===== config.mk =====
export PLATFORM = sky130hd
export DESIGN_NAME = arb_mux
export DESIGN_NICKNAME = d
export VERILOG_FILES = /design/src/rtl/arb_mux_pkg.sv /design/src/rtl/arb_mux_rr_arbiter.sv /design/src/rtl/arb_mux.sv
export SDC_FILE = /design/constraint.sdc
export NUM_CORES = 1
export LEC_CHECK = 0
export BUFFER_PORTS_ARGS = -buffer_cell sky130_fd_sc_hd__buf_2
export CORE_MARGIN = 4
export CORE_UTILIZATION = 45
export DETAILED_ROUTE_END_ITERATION = 8
export PLACE_DENSITY = 0.9
export SLEW_MARGIN = 15
export SYNTH_ARGS = -nofsm -noshare
export SYNTH_HDL_FRONTEND = slang
export SYNTH_SLANG_ARGS = --single-unit

===== constraint.sdc =====
create_clock -name clk -period 3.4 [get_ports clk]
set_clock_uncertainty 0.15 [all_clocks]
set_input_delay 0.34 -clock clk [delete_from_list [all_inputs] [get_ports clk]]
set_output_delay 0.34 -clock clk [all_outputs]
set_load 0.005 [all_outputs]

===== src/rtl/arb_mux_pkg.sv =====
// Shared types for the packet-locking arbiter/mux.
package arb_mux_pkg;

  typedef enum logic {
    IDLE   = 1'b0,
    LOCKED = 1'b1
  } state_t;

endpackage


===== src/rtl/arb_mux_rr_arbiter.sv =====
// Winner selection: first requester at or after the pointer (RR=1),
// or lowest requesting index (RR=0). Purely combinational.
module rr_arbiter #(
  parameter int N  = 4,
  parameter int RR = 1
) (
  input  logic [N-1:0]         i_req,
  input  logic [$clog2(N)-1:0] i_ptr,
  output logic [N-1:0]         o_grant,
  output logic [$clog2(N)-1:0] o_idx
);

  localparam int IW = $clog2(N);

  logic [IW-1:0] w_base;
  logic [IW-1:0] w_cand [N];
  logic          w_found;

  assign w_base = (RR != 0) ? i_ptr : '0;

  // Search order: candidate k is the k-th channel visited from the base.
  generate
    for (genvar gi = 0; gi < N; gi++) begin : g_cand
      assign w_cand[gi] = IW'((int'(w_base) + gi) % N);
    end
  endgenerate

  always_comb begin
    o_grant = '0;
    o_idx   = '0;
    w_found = 1'b0;
    for (int k = 0; k < N; k++) begin
      if (!w_found && i_req[w_cand[k]]) begin
        w_found           = 1'b1;
        o_grant[w_cand[k]] = 1'b1;
        o_idx             = w_cand[k];
      end
    end
  end

endmodule


===== src/rtl/arb_mux.sv =====
// N-channel packet arbiter feeding a single registered output beat.
// A channel that starts a multi-beat packet owns the output until its last beat.
module arb_mux
  import arb_mux_pkg::*;
#(
  parameter int WIDTH = 32,
  parameter int N     = 4,
  parameter int RR    = 1
) (
  input  logic                 clk,
  input  logic                 rst,
  input  logic [N-1:0]         in_valid,
  output logic [N-1:0]         in_ready,
  input  logic [N*WIDTH-1:0]   in_data,
  input  logic [N-1:0]         in_last,
  output logic                 out_valid,
  input  logic                 out_ready,
  output logic [WIDTH-1:0]     out_data,
  output logic                 out_last,
  output logic [$clog2(N)-1:0] out_sel
);

  localparam int IW = $clog2(N);

  state_t        r_state;
  state_t        w_state_next;
  logic [IW-1:0] r_owner;
  logic [IW-1:0] w_owner_next;
  logic [IW-1:0] r_ptr;
  logic [IW-1:0] w_ptr_next;

  logic          r_out_valid;
  logic [WIDTH-1:0] r_out_data;
  logic          r_out_last;
  logic [IW-1:0] r_out_sel;

  logic [N-1:0]  w_owner_mask;
  logic [N-1:0]  w_req;
  logic [N-1:0]  w_grant;
  logic [IW-1:0] w_idx;
  logic          w_can_accept;
  logic          w_xfer;
  logic          w_last;

  always_comb begin
    w_owner_mask          = '0;
    w_owner_mask[r_owner] = 1'b1;
  end

  // While locked only the owner may be granted, even if it is idle.
  assign w_req = (r_state == LOCKED) ? (in_valid & w_owner_mask) : in_valid;

  rr_arbiter #(
    .N  (N),
    .RR (RR)
  ) u_arb (
    .i_req   (w_req),
    .i_ptr   (r_ptr),
    .o_grant (w_grant),
    .o_idx   (w_idx)
  );

  assign w_can_accept = !r_out_valid || out_ready;
  assign in_ready     = (w_can_accept && !rst) ? w_grant : '0;
  assign w_xfer       = |in_ready;
  assign w_last       = in_last[w_idx];

  always_comb begin
    w_state_next = r_state;
    w_owner_next = r_owner;
    w_ptr_next   = r_ptr;
    case (r_state)
      IDLE: begin
        if (w_xfer && !w_last) begin
          w_state_next = LOCKED;
          w_owner_next = w_idx;
        end
      end
      LOCKED: begin
        if (w_xfer && w_last) begin
          w_state_next = IDLE;
        end
      end
      default: w_state_next = IDLE;
    endcase
    if ((RR != 0) && w_xfer && w_last) begin
      w_ptr_next = IW'((int'(w_idx) + 1) % N);
    end
  end

  always_ff @(posedge clk) begin
    if (rst) begin
      r_state <= IDLE;
      r_owner <= '0;
      r_ptr   <= '0;
    end else begin
      r_state <= w_state_next;
      r_owner <= w_owner_next;
      r_ptr   <= w_ptr_next;
    end
  end

  always_ff @(posedge clk) begin
    if (rst) begin
      r_out_valid <= 1'b0;
      r_out_data  <= '0;
      r_out_last  <= 1'b0;
      r_out_sel   <= '0;
    end else if (w_xfer) begin
      r_out_valid <= 1'b1;
      r_out_data  <= in_data[int'(w_idx)*WIDTH +: WIDTH];
      r_out_last  <= w_last;
      r_out_sel   <= w_idx;
    end else if (out_ready) begin
      r_out_valid <= 1'b0;
    end
  end

  assign out_valid = r_out_valid;
  assign out_data  = r_out_data;
  assign out_last  = r_out_last;
  assign out_sel   = r_out_sel;

endmodule


==> impl_metrics.json <==
{
  "status": "finished clean",
  "clk_latency_ns": 0.29,
  "final-setup-viol-count": 0,
  "yosysUniqueCellTypes": 41,
  "drive_gt1_frac": 0.4200,
  "cts_tree": "yes",
  "avgSynthCellArea_um2": 9.899,
  "die_area_um2": 8638,
  "max_cap_violations": 0,
  "grt_max_degree": 39,
  "min_period_ns": 3.109,
  "setup_ws_ns": 0.2912,
  "power_switching_share": 0.4278,
  "startpoint_type": "flip-flop",
  "h-tree-depth": 2,
  "r2r.worst_path.cells": 9,
  "cp.arrival_ns": 3.12,
  "final_area_um2": 4320,
  "hold_end": "r_ptr[0]$_SDFFE_PP0P_",
  "syn_to_final_growth_pct": 33.06,
  "cts_buffer_depth": 2,
  "cts_buffers": 5,
  "synthMuxAreaShare": 0.4582,
  "diodes": 0,
  "avgRoutedWirePerCell_um": 15.21,
  "p_clk_frac": 0.097,
  "worst_pin_slew_ns": 0.5545,
  "critical_path_class": "reg2reg",
  "dp_cells": 589,
  "post-cts-setup-buffers": 0,
  "start_util": 0.4701,
  "worst_ep_required_time_ns": 3.41,
  "combinationalPowerShare": 0.698,
  "max_clock_freq_mhz": 321.7,
  "yosysMostFrequentCell": "mux2i_1",
  "avgViaCountPerCell": 5.320,
  "vias": 3171,
  "max_stage_delay_ns": 0.57,
  "die_h_um": 92.94,
  "whs_path_depth": 3,
  "async_reset_ff_frac": 0,
  "grt_overflow_total": 0,
  "synthAdderAreaFrac": 0.03083,
  "fin_tns_setup_ns": 0,
  "synth_area_um2": 3247,
  "synth_xor_xnor_area_share": 0.005395,
  "synth_nets": 475,
  "timing.rr.start": "r_ptr[0]$_SDFFE_PP0P_",
  "slew_violations": 0,
  "place_congestion": 0.9210,
  "synth_top_family_by_area": "multiplexers",
  "ys.flop_type": "dfxtp_1",
  "grt_pass1_wl_mm": 14.33,
  "wl_mm": 9.068,
  "root_buffer": "clkbuf_8",
  "p_sw_mw": 1.445,
  "nNetsFinal": 647,
  "synth-edff-count": 0,
  "yosysSeqAreaShare": 0.2528,
  "yosysWarnings": 0,
  "grt_use_total": 0.2031,
  "synth-simple-area-share": 0.1141,
  "antenna_found_initial": 0,
  "ioPinCount": 179,
  "firstDrtPassIters": 4,
  "leakagePower_nw": 2.212,
  "synth_compound_area_frac": 0.08555,
  "endpoint_kind": "flip-flop",
  "holdCritStartpoint": "rst",
  "fin_cells": 596,
  "crit_slowest_cell": "ha_1",
  "cts.sinks": 41,
  "report.power.total_mw": 3.378,
  "period_share": 0.9143,
  "path_cells": "inv_1 > ha_1 > mux2_2 > o211ai_4 > o221ai_2 > nor4_4 > buf_4 > mux2i_1 > nor2_1",
  "relSlewSlack": 0.6275,
  "power_density_nw_per_um2": 781.8,
  "die-width_um": 92.94,
  "netlist.area_leader.share": 0.4408,
  "yosys-top-cells-area": "mux2i_1 44%, dfxtp_1 25%, nor2_1 4.5%, ha_1 3.1%, o221ai_2 1.8%",
  "clk_pin_slew_worst_paths_ns": 0.08,
  "finalHoldViolCount": 0,
  "rows": 30,
  "grt_pass1_vias": 3122,
  "placed_cell_area_um2": 4230,
  "ctsHoldBuffers": 0,
  "yosys_register_bits": 41,
  "synth_common_cells": "143 x mux2i_1, 41 x dfxtp_1, 39 x nor2_1",
  "rsz0062_at_grt": "false",
  "post_cts_resized": 0,
  "critPathMaxFanout": 18,
  "core_um2": 6907,
  "drtAntennaViolNets": 0,
  "post-dp-hpwl_mm": 7.435,
  "r2r-end": "out_data[8]$_SDFFE_PP0P_",
  "ir_drop_v": 0.0003710,
  "io_buffers": 178,
  "hold_path.class": "in2reg",
  "yosysTopAreaCell": "mux2i_1",
  "p_seq_frac": 0.205,
  "drc": 0,
  "p_int_mw": 1.933,
  "post-place-ws_ns": 0.3034,
  "drt_iter0_markers": 120,
  "rrSetupSlack_ns": 0.29,
  "synthCells": 328
}
-- critical path: cells and delay by family (launching register included) --
kind,cells,cell delay [ns]
muxes,2,0.65
adders and majority gates,1,0.57
buffers and inverters,2,0.51
and+or+nand+nor,2,0.42
DFF,1,0.37
AOI/OAI and AO/OA,2,0.29
-- state kept, by name, summed over array words and instances, names as in the netlist, named ones only --
name,count
out_data,32
out_sel,2
r_owner,2
r_ptr,2
out_last,1
out_valid,1
-- worst max path at each step --
| stage | end | slack [ns] | from |
|---|---|---|---|
| 2_1_floorplan | r_ptr[1]$_SDFFE_PP0P_ | 0.33 | r_ptr[0]$_SDFFE_PP0P_ |
| 3_3_place_gp | out_data[8]$_SDFFE_PP0P_ | 0.40 | r_ptr[0]$_SDFFE_PP0P_ |
| 3_5_place_dp | out_data[31]$_SDFFE_PP0P_ | 0.30 | r_ptr[0]$_SDFFE_PP0P_ |
| 4_1_cts | out_data[8]$_SDFFE_PP0P_ | 0.28 | r_ptr[0]$_SDFFE_PP0P_ |
| 5_1_grt | out_data[1]$_SDFFE_PP0P_ | 0.06 | r_ptr[0]$_SDFFE_PP0P_ |
| 6_report | out_data[8]$_SDFFE_PP0P_ | 0.29 | r_ptr[0]$_SDFFE_PP0P_ |
-- placed cells by master (no fill, tap or decap), drive strengths merged, types with 3 or more instances in the layout --
cell type    n
o221ai       6
nand4b       3
nand2        8
o22ai        4
dfxtp       41
nand2b       7
mux2         3
o2111ai      4
mux2i      144
buf        188
a21oi        3
nor3b        3
nor2        39
o311a        3
clkbuf       6
inv          7
ha           8
-- metal layers --
| layer | vias up | wire [µm] | GRT usage |
|---|---|---|---|
| met5 | - | 0 | 0 |
| met3 | 16 | 777 | 0.05361 |
| li1 | 1545 | - | - |
| met4 | 0 | 119 | 0.06838 |
| met2 | 147 | 4883 | 0.3815 |
| met1 | 1463 | 3288 | 0.2173 |
-- metrics by stage --
stage	hold slack (ns)	util
4_1_cts	0.2148	0.6255
6_report	0.2252	0.6255
5_1_grt	0.2181	0.6255
2_1_floorplan	0.2982	-
3_5_place_dp	0.3161	0.6125
3_3_place_gp	0.2971	0.6125
-- kinds of logic after synthesis --
family | count (synthesis)
AO/OA/AOI/OAI | 29
XOR/XNOR | 2
adder cells (fa/ha/maj) | 8
buffers and inverters | 30
flip-flops | 41
multiplexers | 147
AND/OR/NAND/NOR | 71
-- final cells by class --
cell class                 instances  area, µm²
multi-input combinational        257       2272
fill                             610       2586
inverter                           7      26.28
sequential                        41      820.8
clock buffer                       6      82.58
tap                               96      120.1
timing repair buffer             188      991.0
clock inverter                     1      7.507
-- power by group through the flow --
stage	Sequential, mW	Combinational (mW)	Clock, mW
after global routing	0.708	2.57	0.364
after CTS	0.692	2.37	0.340
after global placement	0.696	2.28	0
after floorplan	0.705	1.87	0
after detailed placement	0.699	2.37	0
final	0.693	2.36	0.328
Power figures use the tool's default switching activity.
